File: config.mk
export PLATFORM = sky130hd
export DESIGN_NAME = io_port_unit_flat
export DESIGN_NICKNAME = d
export VERILOG_FILES = /design/src/rtl/io_port_unit_if.sv /design/src/rtl/io_port_unit.sv /design/src/flat_wrapper.sv
export SDC_FILE = /design/constraint.sdc
export NUM_CORES = 1
export LEC_CHECK = 0
export BUFFER_PORTS_ARGS = -buffer_cell sky130_fd_sc_hd__buf_2
export CAP_MARGIN = 40
export CELL_PAD_IN_SITES_DETAIL_PLACEMENT = 1
export CELL_PAD_IN_SITES_GLOBAL_PLACEMENT = 2
export CORE_ASPECT_RATIO = 2
export CORE_MARGIN = 1.5
export CORE_UTILIZATION = 40
export CTS_CLUSTER_SIZE = 40
export DETAILED_ROUTE_END_ITERATION = 6
export PLACE_DENSITY_LB_ADDON = 0.1
export SKIP_LAST_GASP = 1
export SLEW_MARGIN = 25
export SYNTH_ARGS = -nofsm -noshare
export SYNTH_HDL_FRONTEND = slang
export SYNTH_SLANG_ARGS = --single-unit
File: constraint.sdc
create_clock -name clock -period 4.76 [get_ports clock]
set_input_delay 1.428 -clock clock [delete_from_list [all_inputs] [get_ports clock]]
set_output_delay 1.428 -clock clock [all_outputs]
set_load 0.02 [all_outputs]
File: src/rtl/io_port_unit_if.sv
//------------------------------------------------------------------------------
// io_port_unit_if
// Bus bundle between the datapath/external device side and io_port_unit.
// Revision: 1.0
//------------------------------------------------------------------------------
`default_nettype none

interface io_port_unit_if #(
  parameter int DATA_W  = 32,
  parameter int NUM_IN  = 2,
  parameter int NUM_OUT = 2
);
  localparam int C_IN_SEL_W  = (NUM_IN  > 1) ? $clog2(NUM_IN)  : 1;
  localparam int C_OUT_SEL_W = (NUM_OUT > 1) ? $clog2(NUM_OUT) : 1;

  // Input-channel side
  logic [NUM_IN*DATA_W-1:0]   in_data;
  logic [NUM_IN-1:0]          in_strobe;
  logic [C_IN_SEL_W-1:0]      in_sel;
  logic                       InPortout;
  logic [DATA_W-1:0]          BusMuxIn_InPort;
  logic [NUM_IN-1:0]          in_empty;
  logic [NUM_IN-1:0]          in_full;
  logic [NUM_IN-1:0]          in_overflow;

  // Output-channel side
  logic [C_OUT_SEL_W-1:0]     out_sel;
  logic                       OutPortin;
  logic [DATA_W-1:0]          BusMuxOut;
  logic [NUM_OUT*DATA_W-1:0]  OutPortdata;
  logic [NUM_OUT-1:0]         out_valid;
  logic [NUM_OUT-1:0]         out_overrun;
  logic [NUM_OUT-1:0]         out_ack;

  logic                       flag_clr;

  modport master (
    output in_data, in_strobe, in_sel, InPortout,
    output out_sel, OutPortin, BusMuxOut, out_ack, flag_clr,
    input  BusMuxIn_InPort, in_empty, in_full, in_overflow,
    input  OutPortdata, out_valid, out_overrun
  );

  modport slave (
    input  in_data, in_strobe, in_sel, InPortout,
    input  out_sel, OutPortin, BusMuxOut, out_ack, flag_clr,
    output BusMuxIn_InPort, in_empty, in_full, in_overflow,
    output OutPortdata, out_valid, out_overrun
  );
endinterface

`default_nettype wire

File: src/rtl/io_port_unit.sv
//------------------------------------------------------------------------------
// io_port_unit
// Per-channel input FIFOs with a zero-latency read mux, and per-channel
// output registers with a valid/ack handshake and sticky error flags.
// Revision: 1.0
//------------------------------------------------------------------------------
`default_nettype none

module io_port_unit #(
  parameter int DATA_W     = 32,
  parameter int NUM_IN     = 2,
  parameter int NUM_OUT    = 2,
  parameter int FIFO_DEPTH = 4
) (
  input  wire logic     clock,
  input  wire logic     clear,
  io_port_unit_if.slave bus
);

  localparam int C_PTR_W = $clog2(FIFO_DEPTH);
  localparam int C_CNT_W = C_PTR_W + 1;
  localparam logic [C_CNT_W-1:0] C_DEPTH = C_CNT_W'(FIFO_DEPTH);

  typedef enum logic [0:0] {
    S_IDLE    = 1'b0,
    S_PENDING = 1'b1
  } out_state_t;

  logic [DATA_W-1:0] w_head [NUM_IN];
  logic [NUM_IN-1:0] w_nonempty;
  logic [DATA_W-1:0] w_rd_data;

  //--------------------------------------------------------------------------
  // Input channels
  //--------------------------------------------------------------------------
  generate
    for (genvar k = 0; k < NUM_IN; k++) begin : g_in
      logic [DATA_W-1:0]  r_mem [FIFO_DEPTH];
      logic [C_PTR_W-1:0] r_rptr;
      logic [C_PTR_W-1:0] r_wptr;
      logic [C_CNT_W-1:0] r_cnt;
      logic               r_ovf;
      logic               w_empty;
      logic               w_full;
      logic               w_pop;
      logic               w_push;
      logic               w_ovf_set;

      assign w_empty   = (r_cnt == '0);
      assign w_full    = (r_cnt == C_DEPTH);
      assign w_pop     = bus.InPortout && (int'(bus.in_sel) == k) && !w_empty;
      // A pop in the same cycle frees the slot, so a full FIFO still accepts.
      assign w_push    = bus.in_strobe[k] && (!w_full || w_pop);
      assign w_ovf_set = bus.in_strobe[k] && w_full && !w_pop;

      // Storage: no reset needed, reads are masked by the occupancy count
      always_ff @(posedge clock) begin
        if (w_push) begin
          r_mem[r_wptr] <= bus.in_data[k*DATA_W +: DATA_W];
        end
      end

      // Pointers, occupancy and sticky overflow flag
      always_ff @(posedge clock or negedge clear) begin
        if (!clear) begin
          r_rptr <= '0;
          r_wptr <= '0;
          r_cnt  <= '0;
          r_ovf  <= 1'b0;
        end else begin
          if (w_push) r_wptr <= r_wptr + C_PTR_W'(1);
          if (w_pop)  r_rptr <= r_rptr + C_PTR_W'(1);
          case ({w_push, w_pop})
            2'b10:   r_cnt <= r_cnt + C_CNT_W'(1);
            2'b01:   r_cnt <= r_cnt - C_CNT_W'(1);
            default: r_cnt <= r_cnt;
          endcase
          if (w_ovf_set)         r_ovf <= 1'b1;
          else if (bus.flag_clr) r_ovf <= 1'b0;
        end
      end

      assign w_head[k]          = r_mem[r_rptr];
      assign w_nonempty[k]      = !w_empty;
      assign bus.in_empty[k]    = w_empty;
      assign bus.in_full[k]     = w_full;
      assign bus.in_overflow[k] = r_ovf;
    end
  endgenerate

  // Zero-latency read mux; an empty or out-of-range channel reads as zero
  always_comb begin
    w_rd_data = '0;
    for (int k = 0; k < NUM_IN; k++) begin
      if ((int'(bus.in_sel) == k) && w_nonempty[k]) begin
        w_rd_data = w_head[k];
      end
    end
  end

  assign bus.BusMuxIn_InPort = w_rd_data;

  //--------------------------------------------------------------------------
  // Output channels
  //--------------------------------------------------------------------------
  generate
    for (genvar j = 0; j < NUM_OUT; j++) begin : g_out
      out_state_t        r_state;
      out_state_t        w_state_nxt;
      logic [DATA_W-1:0] r_data;
      logic              r_ovr;
      logic              w_load;
      logic              w_ack;
      logic              w_ovr_set;

      // An out-of-range out_sel never matches, so that write is dropped.
      assign w_load = bus.OutPortin && (int'(bus.out_sel) == j);
      assign w_ack  = bus.out_ack[j];

      // Next state; a reload acked in the same cycle is not an overrun
      always_comb begin
        w_state_nxt = r_state;
        w_ovr_set   = 1'b0;
        case (r_state)
          S_IDLE: begin
            if (w_load) w_state_nxt = S_PENDING;
          end
          S_PENDING: begin
            if (w_load) begin
              w_state_nxt = S_PENDING;
              w_ovr_set   = !w_ack;
            end else if (w_ack) begin
              w_state_nxt = S_IDLE;
            end
          end
          default: w_state_nxt = S_IDLE;
        endcase
      end

      // State, data register and sticky overrun flag
      always_ff @(posedge clock or negedge clear) begin
        if (!clear) begin
          r_state <= S_IDLE;
          r_data  <= '0;
          r_ovr   <= 1'b0;
        end else begin
          r_state <= w_state_nxt;
          if (w_load) r_data <= bus.BusMuxOut;
          if (w_ovr_set)         r_ovr <= 1'b1;
          else if (bus.flag_clr) r_ovr <= 1'b0;
        end
      end

      assign bus.OutPortdata[j*DATA_W +: DATA_W] = r_data;
      assign bus.out_valid[j]                    = (r_state == S_PENDING);
      assign bus.out_overrun[j]                  = r_ovr;
    end
  endgenerate

endmodule

`default_nettype wire

File: src/flat_wrapper.sv
// flat-port wrapper written by rule: the top's interface ports become plain ports
module io_port_unit_flat 
#(
  parameter int DATA_W     = 32,
  parameter int NUM_IN     = 2,
  parameter int NUM_OUT    = 2,
  parameter int FIFO_DEPTH = 4
)
  (clock, clear, bus_in_data, bus_in_strobe, bus_in_sel, bus_InPortout, bus_out_sel, bus_OutPortin, bus_BusMuxOut, bus_out_ack, bus_flag_clr, bus_BusMuxIn_InPort, bus_in_empty, bus_in_full, bus_in_overflow, bus_OutPortdata, bus_out_valid, bus_out_overrun);
  io_port_unit_if #(.DATA_W(DATA_W), .NUM_IN(NUM_IN), .NUM_OUT(NUM_OUT)) bus_i ();
  input  wire logic clock;
  input  wire logic clear;
  input wire logic [$bits(bus_i.in_data)-1:0] bus_in_data;
  input wire logic [$bits(bus_i.in_strobe)-1:0] bus_in_strobe;
  input wire logic [$bits(bus_i.in_sel)-1:0] bus_in_sel;
  input wire logic [$bits(bus_i.InPortout)-1:0] bus_InPortout;
  input wire logic [$bits(bus_i.out_sel)-1:0] bus_out_sel;
  input wire logic [$bits(bus_i.OutPortin)-1:0] bus_OutPortin;
  input wire logic [$bits(bus_i.BusMuxOut)-1:0] bus_BusMuxOut;
  input wire logic [$bits(bus_i.out_ack)-1:0] bus_out_ack;
  input wire logic [$bits(bus_i.flag_clr)-1:0] bus_flag_clr;
  output wire logic [$bits(bus_i.BusMuxIn_InPort)-1:0] bus_BusMuxIn_InPort;
  output wire logic [$bits(bus_i.in_empty)-1:0] bus_in_empty;
  output wire logic [$bits(bus_i.in_full)-1:0] bus_in_full;
  output wire logic [$bits(bus_i.in_overflow)-1:0] bus_in_overflow;
  output wire logic [$bits(bus_i.OutPortdata)-1:0] bus_OutPortdata;
  output wire logic [$bits(bus_i.out_valid)-1:0] bus_out_valid;
  output wire logic [$bits(bus_i.out_overrun)-1:0] bus_out_overrun;
  assign bus_i.in_data = bus_in_data;
  assign bus_i.in_strobe = bus_in_strobe;
  assign bus_i.in_sel = bus_in_sel;
  assign bus_i.InPortout = bus_InPortout;
  assign bus_i.out_sel = bus_out_sel;
  assign bus_i.OutPortin = bus_OutPortin;
  assign bus_i.BusMuxOut = bus_BusMuxOut;
  assign bus_i.out_ack = bus_out_ack;
  assign bus_i.flag_clr = bus_flag_clr;
  assign bus_BusMuxIn_InPort = bus_i.BusMuxIn_InPort;
  assign bus_in_empty = bus_i.in_empty;
  assign bus_in_full = bus_i.in_full;
  assign bus_in_overflow = bus_i.in_overflow;
  assign bus_OutPortdata = bus_i.OutPortdata;
  assign bus_out_valid = bus_i.out_valid;
  assign bus_out_overrun = bus_i.out_overrun;
  io_port_unit #(.DATA_W(DATA_W), .NUM_IN(NUM_IN), .NUM_OUT(NUM_OUT), .FIFO_DEPTH(FIFO_DEPTH)) u_core (.clock(clock), .clear(clear), .bus(bus_i));
endmodule
# Word-level counts from Yosys, hierarchy flattened
# Memory sizes are Yosys's and may differ from the RTL's.
# Index checks and enable logic that the tools add are counted.
# word_totals
register_bits	84
ram_bits	256
input_bits	107
out_inout_bits	106
word_cells	91
memories	2
# op_classes
add_sub_neg	8
eq_ne	6
muxes	25
bitwise	4
n_reduce_logical	32
# memory_table
name	depth	width	rd	rd_ports_with_merged_regs	write_ports	line_no	source
u_core.g_in[0].r_mem	4	32	1	0	1	io_port_unit.sv:38	logic [DATA_W-1:0] r_mem [FIFO_DEPTH];
u_core.g_in[1].r_mem	4	32	1	0	1	io_port_unit.sv:38	
# op_table
op	count
$mux W32	2
$mux W1	19
$logic_and A1 B1 Y1	14
$pmux W3 S2	2
$reduce_bool A2 Y1	6
$add A2 B1 Y2 const B	4
$logic_not A1 Y1	8
$add A3 B1 Y3 const B	2
$eq A3 B3 Y1 const B	2
$logic_not A3 Y1	2
$sub A3 B1 Y3 const B	2
$eq A2 B1 Y1 const B	2
$eq A2 B2 Y1 const B	2
$not A1 Y1	4
$pmux W1 S2	2
$logic_or A1 B1 Y1	2

# Logic depth before layout (Yosys ltp)
# Gate-level depths: netlist (run 1).
# logic_depth
depth_word	7
depth_mapped	10

# Worst setup path after synthesis (run 1)
# No wires, ideal clock.
# synth_timing
path_kind	input port to output port
startpoint	input port bus_in_sel
endpoint	output port bus_BusMuxIn_InPort[21]
arrival_ps	2359
required_time_ps	3332
slack_ps	973
path_stages	5
n_path_buf	3
path_cell_list	buf_2 > nor2b_1 > clkbuf_1 > clkbuf_8 > a22o_1
# synth_between
elab_chain_len	4
# synth_lines
item	line_no	source
start: declaration	flat_wrapper.sv:15	input wire logic [$bits(bus_i.in_sel)-1:0] bus_in_sel;
$not A1 Y1	io_port_unit.sv:95	if ((int'(bus.in_sel) == k) && w_nonempty[k]) begin
$logic_and A1 B1 Y1	io_port_unit.sv:95	
$mux W32	io_port_unit.sv:95	
$mux W32 (*)	io_port_unit.sv:95	
end: declaration	flat_wrapper.sv:22	output wire logic [$bits(bus_i.BusMuxIn_InPort)-1:0] bus_BusMuxIn_InPort;
# Every way passes the cells marked *; elsewhere a longest branch is shown, timed or not.

# Worst setup path after layout (run 1)
# layout_timing
startpoint	register u_core.g_in[0].r_rptr[0]
endpoint	output port bus_BusMuxIn_InPort[27]
# layout_between
elab_chain_len	3
# layout_lines
item	line_no	source
start: declaration	io_port_unit.sv:39	logic [C_PTR_W-1:0] r_rptr;
start signal: assignment	io_port_unit.sv:72	if (w_pop) r_rptr <= r_rptr + C_PTR_W'(1);
$mem_v2 Z4 W32	-	
$mux W32 (2 in a row)	io_port_unit.sv:95	
# No other way between the ends.

==> flow_summary.toml, run 1 <==
[clock_network]
cts.path.max_buffers = 3
cts-htree-levels = 1
post-cts-setup-buffers = 0
holdBufCountCts = 0
cts_resized = 0
cts_tree = "yes"
cts_sinks = 340
clk_latency_ns = 0.56
cts-buffers-inserted = 30
root_buffer = "clkbuf_16"
path_clk_slew_ns = 0.07

[pwr]
clkPwrFrac = 0.259
switchingPower_uw = 2920
swShare = 0.313
p_per_area_nw_per_um2 = 584
p_comb_frac = 0.292
peakVddDrop_v = 0.000288
p_leak_uw = 0.00621
power.internal_uw = 6400
power_frac_seq = 0.449

[placed_design]
gp_congestion = 0.739
dp.cells = 1318
port_buffers = 212
dp_hpwl_um = 22200
place_area_um2 = 14900

[layout]
fin_nets = 1037
areaGrowthSynthToFinish_pct = 19.1
final_cell_mix = "256 x edfxtp_1, 211 x buf_2, 104 x nand2_1, 80 x dfrtp_1, 44 x mux4_2"
regArea_um2 = 9790
n_fill_cell = 3203
drive_above_1_share = 0.396
multi_input_area_um2 = 3170
stdcell_count = 1380
final_common_cell = "edfxtp_1"
postLayoutCellArea_um2 = 16000

[hold_path]
hold_class = "register to register"
min_from = "u_core.g_out[0].r_data[1]"

[synthesis]
synth-seq-area-share = 0.730
syn-num-nets = 820
netlist-cell-type-count = 41
yosys_most_used_dff = "edfxtp_1"
synth_edf_count = 256
yosys.area_share.adder = 0.0114
synth_xor_area_frac = 0.00719
synth_seq_cells = 340
netlist_instances = 702
async_flop_share = 0.247
yosys.area_share.simple = 0.0443
synth_compound_area_frac = 0.0301
synth_warnings = 0
synth.cell_area_um2 = 13400
synth_area_per_cell_um2 = 19.1
synth_top_family_by_area = "multiplexers"
muxShareOfSynthArea = 0.142

[sta]
setup-tns-final_ns = 0
drv_slew = 0
rsz0062_at_grt = "no"
fin_crit_ns = 4.22
fin_skew_ns = 0.0120
setup_viol = 0
fmax_ghz = 0.237
slew_headroom = 0.489
fin_crit_sh = 0.888
worst_pin_slew_ns = 0.766
finalHoldViolations = 0

[global_route]
grt_pass1_wl_um = 47500
overflow = 0
grt_pass1_vias = 7980
antenna_found_initial = 8
track_usage = 0.182
grt_start_max_net_pins = 65

[run]
cap_viol_max_count = 0

[setup_path]
slowest_stage = "dfrtp_2"
reg2reg_depth = 8
crit_end = "bus_BusMuxIn_InPort[27]"
worstSetupEndpointType = "output port"
crit_type = "register to output port"
max_stage_delay_ns = 0.85
critPathBufInv = 2
crit_fanout = 18
r2r_end = "u_core.g_in[0].r_cnt[2]"
critPathRequiredTime_ns = 3.33
r2r_setup_slack_ns = 2.47
arrival_ns = 2.80
path_cells = "buf_4 > mux4_2 > a22o_1 > buf_2"
crit_start = "u_core.g_in[0].r_rptr[0]"
cp-start-kind = "register"
path_depth = 4
r2r_start = "u_core.g_in[0].r_cnt[0]"
cp_top_family = "flip-flops"

[floorplanning]
die_area_um2 = 34700
die_x_um = 132
start_util = 0.407
core_um2 = 32900
io_pins = 213
die_h_um = 262
fp-row-count = 94

[detailed_routing]
drc = 0
wire_per_inst_um = 22.5
ant_nets = 0
vias = 6975
routed_wl_um = 31100
first_pass_iters = 4
drt_iter0_drc = 330
via_per_inst = 5.05

[status]
outcome = "finished clean"
-- cells in the mapped netlist (all sizes together) (2+ instances only) --
cell	n	area share
xor2	7	0.0046
nand2b	5	0.0023
edfxtp	256	0.57
nand2	104	0.029
inv	14	0.0039
nand4	2	0.00093
ha	9	0.0084
dfrtp	84	0.16
mux4	64	0.11
nor2	4	0.0011
xnor2	4	0.0026
o221ai	2	0.0013
nor3	3	0.0023
mux2	34	0.029
buf	28	0.019
o2111ai	2	0.0013
nor2b	2	0.00093
clkbuf	18	0.011
a22o	32	0.021
o2bb2ai	3	0.0020
o21ai	2	0.00075
nor3b	4	0.0030
and2	9	0.0042
fa	2	0.0030
-- tightest hold or removal path, cell delays in order, from the launching register on --
cell and delay (ns):
dfrtp_1 0.34, nand2_1 0.05, nand2_1 0.05
-- per-stage QoR --
step / hold slack, ns / util / worst slack (ns) / total power [uW]
floorplan: 0.456 / - / 0.973 / 6080
global placement: 0.457 / 0.446 / 0.790 / 6800
detailed placement: 0.462 / 0.454 / 0.704 / 7070
CTS: 0.478 / 0.484 / 0.470 / 9500
global route: 0.493 / 0.485 / 0.411 / 9770
finish: 0.471 / 0.485 / 0.535 / 9330
-- power groups by stage --
stage                     sequential (uW)  combinational (uW)  clock, uW
after CTS                            4200                2810       2490
after global routing                 4260                2930       2580
after detailed placement             4260                2810          0
after global placement               4290                2510          0
final                                4190                2730       2410
after floorplan                      4120                1960          0
-- worst min-delay path by stage --
| stage | endpoint | slack, ns | cells past startpoint |
|---|---|---|---|
| 2_1_floorplan | u_core.g_in[0].r_ovf | 0.46 | 1 |
| 3_3_place_gp | u_core.g_out[0].r_data[4] | 0.46 | 2 |
| 3_5_place_dp | u_core.g_out[0].r_data[1] | 0.46 | 2 |
| 4_1_cts | u_core.g_out[0].r_data[1] | 0.48 | 2 |
| 5_1_grt | u_core.g_out[0].r_data[8] | 0.49 | 2 |
| 6_report | u_core.g_out[0].r_data[1] | 0.47 | 2 |
-- metal layers --
layer  global-route usage  share of wire  up-vias
met4               0.0681          0.025        2
li1                     -              -     3145
met2                0.362           0.58      194
met1                0.186           0.34     3581
met3               0.0353          0.052       53
met5                    0        0.00032        -
-- final cells by class --
type,instances,share of cell area
multi-input cells,301,0.199
well taps,432,0.0339
inverters,14,0.00329
clock inverters,22,0.0120
flip-flops and latches,340,0.614
clock buffers,34,0.0493
diodes,5,0.000784
repair buffers,232,0.0884
-- kinds of logic (layout without fill, tap and decap cells) --
logic type | after synthesis | after routing
DFF | 340 | 340
and+or+nand+nor | 134 | 134
muxes | 98 | 98
buffers and inverters | 61 | 302
AOI/OAI and AO/OA | 47 | 47
adders and majority gates | 11 | 11
xor gates and xnor gates | 11 | 11
other | 0 | 5
-- registers in the layout, summed over array words and instances, names as in the netlist --
name and count:
u_core.g_in.r_ovf 2, u_core.g_out.r_ovr 2, u_core.g_out.r_data 64, u_core.g_in.r_mem 256, u_core.g_out.r_state 2, u_core.g_in.r_rptr 4
u_core.g_in.r_cnt 6, u_core.g_in.r_wptr 4
Power figures use the tool's default switching activity.
==> run 2, diff against run 1 <==
--- a/config.mk
+++ b/config.mk
@@ -9,7 +9,7 @@
 export CAP_MARGIN = 40
 export CELL_PAD_IN_SITES_DETAIL_PLACEMENT = 1
 export CELL_PAD_IN_SITES_GLOBAL_PLACEMENT = 2
-export CORE_ASPECT_RATIO = 2
+export CORE_ASPECT_RATIO = 0.8
 export CORE_MARGIN = 1.5
 export CORE_UTILIZATION = 40
 export CTS_CLUSTER_SIZE = 40
==> run 2 against run 1 <==
Effect of this change:
- setup slack better by 0.061 ns
- worst hold slack about the same
- register-to-register slack worse by 0.24 ns
- flip-flop and latch count unchanged
- critical path depth up 1
- final cell count up 0.14%
- clock-buffer cell count up 8
- final area up 1.5%
- first-iteration DRC count up 6.7%
- global-route usage up 0.43 points
- critical path type is now input pin to output port
- largest cell class unchanged
- highest routed layer unchanged
==> flow_summary.toml, run 2 (synthesized netlist as in run 1, its figures left out) <==
[status]
outcome = "finished clean"

[layout]
stdcell_count = 1382
regMostFlops = "u_core.g_in.r_mem"
drive_above_1_share = 0.398
fin_nets = 1044
final_cell_mix = "256 x edfxtp_1, 211 x buf_2, 104 x nand2_1, 80 x dfrtp_1, 44 x mux4_2"
final_common_cell = "edfxtp_1"
largest_reg_flops = 256
fin_util = 0.494
areaGrowthSynthToFinish_pct = 20.8
n_fill_cell = 3128
top_regs = "u_core.g_in.r_mem (256), u_core.g_out.r_data (64), u_core.g_in.r_cnt (6)"

[global_route]
antenna_found_initial = 2
overflow = 0
track_usage = 0.186
grt_pass1_wl_um = 48700
grt_start_max_net_pins = 65
grt_pass1_vias = 7963

[pwr]
peakVddDrop_v = 0.000296
p_per_area_nw_per_um2 = 606
p_leak_uw = 0.00635
power_uw = 9810

[setup_path]
cp_top_family = "buffers and inverters"
slowest_stage = "nor2b_4"
crit_fanout = 21
path_cells = "buf_2 > nor2b_4 > buf_12 > a22o_1 > buf_2"
cpMostUsedCell = "buf_2"
r2r_end = "u_core.g_in[0].r_cnt[2]"
worstSetupEndpointType = "output port"
max_stage_delay_ns = 0.45
r2r_start = "u_core.g_in[0].r_cnt[0]"
critPathRequiredTime_ns = 3.33
reg2reg_depth = 8
arrival_ns = 2.74
cp-start-kind = "input pin"
r2r_setup_slack_ns = 2.23
critPathBufInv = 3
crit_type = "input pin to output port"

[clock_network]
cts_sinks = 340
clk_latency_ns = 0.53
cts.path.max_buffers = 3
cts_tree = "yes"
cts_resized = 0
cts-buffers-inserted = 37
holdBufCountCts = 0
path_clk_slew_ns = 0.05
root_buffer = "clkbuf_16"
post-cts-setup-buffers = 0
cts-htree-levels = 2

[sta]
fin_crit_sh = 0.875
fmax_ghz = 0.240
fin_crit_ns = 4.16
layout_setup_ws_ns = 0.596
rsz0062_at_grt = "no"
fin_skew_ns = 0.0160
drv_slew = 0
setup-tns-final_ns = 0
slew_headroom = 0.500
worst_pin_slew_ns = 0.748
setup_viol = 0
finalHoldViolations = 0

[detailed_routing]
vias = 7053
wire_per_inst_um = 22.6
via_per_inst = 5.10
drt_iter0_drc = 352
ant_nets = 0
routed_wl_um = 31300
drc = 0
first_pass_iters = 4

[placed_design]
dp_hpwl_um = 22000
port_buffers = 212
gp_congestion = 0.740
post-place-ws_ns = 0.626
dp.cells = 1313

[run]
cap_viol_max_count = 0

[floorplanning]
core_um2 = 32800
die_x_um = 208
io_pins = 213
start_util = 0.409
fp-row-count = 59
die_area_um2 = 34600
die_h_um = 167

[hold_path]
min_delay_path_depth = 2
min_from = "u_core.g_out[0].r_data[3]"
hold_end = "u_core.g_out[0].r_data[3]"
hold_class = "register to register"
[run 2: cell count changes in the layout (fill, tap and decap cells not counted), sizes merged]
| cell | previous run | this run |
|---|---|---|
| bufinv | 3 | 5 |
| clkbuf | 34 | 42 |
| clkinv | 12 | 18 |
| clkinvlp | 6 | 1 |
| diode | 5 | 1 |
[run 2: where the power goes]
| group | internal, uW | switching (uW) |
|---|---|---|
| sequential | 3820 | 354 |
| clock | 1760 | 1130 |
| combinational | 1230 | 1510 |
| total | 6810 | 3000 |
[run 2: routing by layer]
layer,vias to the layer above,wire (um),global-route usage,part of all wire
li1,3166,-,-,-
met1,3684,14000,0.258,0.45
met2,162,15300,0.306,0.49
met3,39,1420,0.0360,0.045
met4,2,481,0.0467,0.015
met5,-,10,0,0.00032
[run 2: worst reg2reg max path: stages, from the launching register on]
cell	delay, ns
dfrtp_1	0.44
nor3_2	0.14
nor3b_1	0.64
ha_1	0.32
inv_1	0.07
fa_1	0.38
xor2_1	0.15
nor2_1	0.12
xor2_1	0.18
[run 2: worst max-delay path by stage]
stage | start | endpoint | slack [ns] | cells past startpoint
after floorplan | bus_in_sel | bus_BusMuxIn_InPort[21] | 0.97 | 5
after global placement | bus_in_sel | bus_BusMuxIn_InPort[21] | 0.69 | 5
after detailed placement | bus_in_sel | bus_BusMuxIn_InPort[22] | 0.63 | 5
after CTS | u_core.g_in[1].r_rptr[0] | bus_BusMuxIn_InPort[21] | 0.60 | 4
after global routing | bus_in_sel | bus_BusMuxIn_InPort[29] | 0.52 | 5
final | bus_in_sel | bus_BusMuxIn_InPort[22] | 0.60 | 5
[run 2: layout make-up]
| cell class | count | area (um2) | share of cell area |
|---|---|---|---|
| Antenna cell | 1 | 2.50 | 0.000154 |
| Clock buffer | 42 | 987 | 0.0610 |
| Clock inverter | 25 | 241 | 0.0149 |
| Inverter | 14 | 52.6 | 0.00324 |
| Multi-Input combinational cell | 301 | 3180 | 0.196 |
| Sequential cell | 340 | 9790 | 0.605 |
| Tap cell | 427 | 534 | 0.0330 |
| Timing Repair Buffer | 232 | 1410 | 0.0868 |
[run 2: stage by stage]
step                      cell area (um2)  hold slack [ns]
after floorplan                     13400            0.456
after global placement              14800            0.458
after detailed placement            14900            0.461
after CTS                           16200            0.476
after global routing                16200            0.504
final                               16200            0.471
==> run 3, diff against run 2 <==
--- a/config.mk
+++ b/config.mk
@@ -5,6 +5,7 @@
 export SDC_FILE = /design/constraint.sdc
 export NUM_CORES = 1
 export LEC_CHECK = 0
+export ABC_AREA = 1
 export BUFFER_PORTS_ARGS = -buffer_cell sky130_fd_sc_hd__buf_2
 export CAP_MARGIN = 40
 export CELL_PAD_IN_SITES_DETAIL_PLACEMENT = 1
==> run 3 against run 2 <==
Effect of this change:
- wire length increased by 11%
- combinational power increased by 18%
- total power increased by 2.7%
- via count increased by 30%
- critical path depth increased by 2
- register-to-register slack improved by 0.34 ns
- synthesized cell count increased by 67%
- non-clock buffer count increased by 4
- flip-flop and latch count unchanged
- clock power decreased by 5%
- critical endpoint is now bus_BusMuxIn_InPort[19]
==> flow_summary.toml, run 3 <==
[status]
outcome = "finished clean"

[pwr]
peakVddDrop_v = 0.000302
p_comb_frac = 0.322
power_uw = 10100
p_leak_uw = 0.00665
power.internal_uw = 6330
p_per_area_nw_per_um2 = 620
power_frac_seq = 0.407
clkPwrFrac = 0.271
switchingPower_uw = 3750
swShare = 0.372

[hold_path]
hold_class = "register to register"

[synthesis]
netlist_instances = 1172
yosys_most_used_dff = "edfxtp_1"
syn-num-nets = 1290
ys_top_cells_by_count = "256 x edfxtp_1, 203 x nor2_1, 153 x o21ai_0"
async_flop_share = 0.247
synth-seq-area-share = 0.717
synth_seq_cells = 340
synth_top_area_frac = 0.563
netlist-cell-type-count = 29
synth.cell_area_um2 = 13700
synth_area_per_cell_um2 = 11.7
yosysMostFrequentCell = "edfxtp_1"
synth_top_area_cell = "edfxtp_1"
synth_area_leaders = "edfxtp_1 56%, dfrtp_1 15%, o21ai_0 5.6%, nor2_1 5.6%, nand2_1 4.2%"
synth_warnings = 0
synth_edf_count = 256

[layout]
final_common_cell = "edfxtp_1"
final_cell_mix = "256 x edfxtp_1, 211 x buf_2, 195 x nor2_1, 153 x o21ai_0, 151 x nand2_1"
regMostFlops = "u_core.g_in.r_mem"
postLayoutCellArea_um2 = 16300
largest_reg_flops = 256
areaGrowthSynthToFinish_pct = 19.0
drive_above_1_share = 0.230
fin_nets = 1489
fin_util = 0.483
top_regs = "u_core.g_in.r_mem (256), u_core.g_out.r_data (64), u_core.g_in.r_cnt (6)"

[setup_path]
r2r_setup_slack_ns = 2.57
cp-start-kind = "register"
arrival_ns = 2.73
crit_end = "bus_BusMuxIn_InPort[19]"
cpMostUsedCell = "nand2_1"
crit_fanout = 42
crit_start = "u_core.g_in[0].r_rptr[0]"
crit_type = "register to output port"
slowest_stage = "inv_2"
r2r_end = "u_core.g_in[0].r_cnt[2]"
reg2reg_depth = 9
path_depth = 7
max_stage_delay_ns = 0.65
worstSetupEndpointType = "output port"
critPathRequiredTime_ns = 3.33
r2r_start = "u_core.g_in[0].r_cnt[1]"
critPathBufInv = 3
path_cells = "inv_2 > buf_4 > nor2_1 > o21ai_1 > nand2_1 > nand2_1 > buf_2"
cp_top_family = "buffers and inverters"

[placed_design]
dp_hpwl_um = 22500
port_buffers = 212
place_area_um2 = 15100
gp_congestion = 0.738

[sta]
rsz0062_at_grt = "no"
finalHoldViolations = 0
fin_crit_ns = 4.16
fin_crit_sh = 0.874
setup-tns-final_ns = 0
drv_slew = 0
setup_viol = 0
fin_skew_ns = 0.0189
fmax_ghz = 0.240
worst_pin_slew_ns = 0.777
slew_headroom = 0.482

[detailed_routing]
drt_iter0_drc = 540
vias = 9147
wire_per_inst_um = 18.9
drc = 0
routed_wl_um = 34700
first_pass_iters = 5
via_per_inst = 4.98
ant_nets = 0

[floorplanning]
core_um2 = 33600
die_h_um = 168
start_util = 0.406
io_pins = 213
die_area_um2 = 35300
die_x_um = 210
fp-row-count = 60

[global_route]
grt_pass1_wl_um = 54300
grt_start_max_net_pins = 67
track_usage = 0.201
grt_pass1_vias = 9422
antenna_found_initial = 6
overflow = 0

[clock_network]
path_clk_slew_ns = 0.06
cts_resized = 0
cts_sinks = 340
post-cts-setup-buffers = 0
root_buffer = "clkbuf_16"
clk_latency_ns = 0.54
cts-buffers-inserted = 36
cts.path.max_buffers = 3
cts_tree = "yes"
holdBufCountCts = 0
cts-htree-levels = 2

[run]
cap_viol_max_count = 0
==> run 3: routing by layer <==
metal / track usage / routed length, um
met1: 0.276 / 15900
met2: 0.329 / 16600
met3: 0.0394 / 1440
met4: 0.0538 / 620
met5: 0 / 51
==> run 3: worst min-delay path by stage <==
stage / from / cells after the start / to
2_1_floorplan: u_core.g_out[1].r_state / 2 / u_core.g_out[1].r_state
3_3_place_gp: u_core.g_out[0].r_data[28] / 2 / u_core.g_out[0].r_data[28]
3_5_place_dp: u_core.g_out[1].r_data[20] / 2 / u_core.g_out[1].r_data[20]
4_1_cts: u_core.g_out[1].r_data[20] / 2 / u_core.g_out[1].r_data[20]
5_1_grt: u_core.g_out[0].r_data[17] / 2 / u_core.g_out[0].r_data[17]
6_report: u_core.g_out[1].r_data[20] / 2 / u_core.g_out[1].r_data[20]
==> run 3: final cells by class <==
cell class	instances	area, um2
diodes	2	5.00
clock buffers	39	943
inverters	70	263
fillers	3607	17400
multi-input cells	687	3210
repair buffers	236	1310
well taps	434	543
flip-flops and latches	340	9790
clock inverters	27	193
==> run 3: power groups by stage <==
stage          Combinational (uW)  Sequential (uW)  Clock (uW)
2_1_floorplan                2190             4100           0
6_report                     3240             4100        2730
3_5_place_dp                 3290             4170           0
4_1_cts                      3310             4110        2790
3_3_place_gp                 3250             4150           0
5_1_grt                      3650             4170        2900
==> run 3: cell families (layout without fill, tap and decap cells) <==
kind of cell | after synthesis | after routing | share of synthesized area
compound gates | 268 | 268 | 0.0996
xor+xnor | 6 | 6 | 0.00385
fa+ha+maj | 11 | 11 | 0.0112
buf+inv | 145 | 372 | 0.0523
flops | 340 | 340 | 0.717
other cells | 0 | 2 | 0
simple gates | 402 | 402 | 0.117
==> run 3: metrics by stage <==
step / hold slack (ns) / std cells / setup slack [ns]
6_report: 0.477 / 1835 / 0.601
2_1_floorplan: 0.461 / 1172 / 0.986
4_1_cts: 0.483 / 1832 / 0.518
5_1_grt: 0.510 / 1833 / 0.321
3_3_place_gp: 0.461 / 1765 / 0.784
3_5_place_dp: 0.468 / 1766 / 0.738
==> run 3: worst min-delay path: stages (launching register included) <==
cell	delay, ns
dfrtp_1	0.34
nand2_1	0.05
o21ai_0	0.05
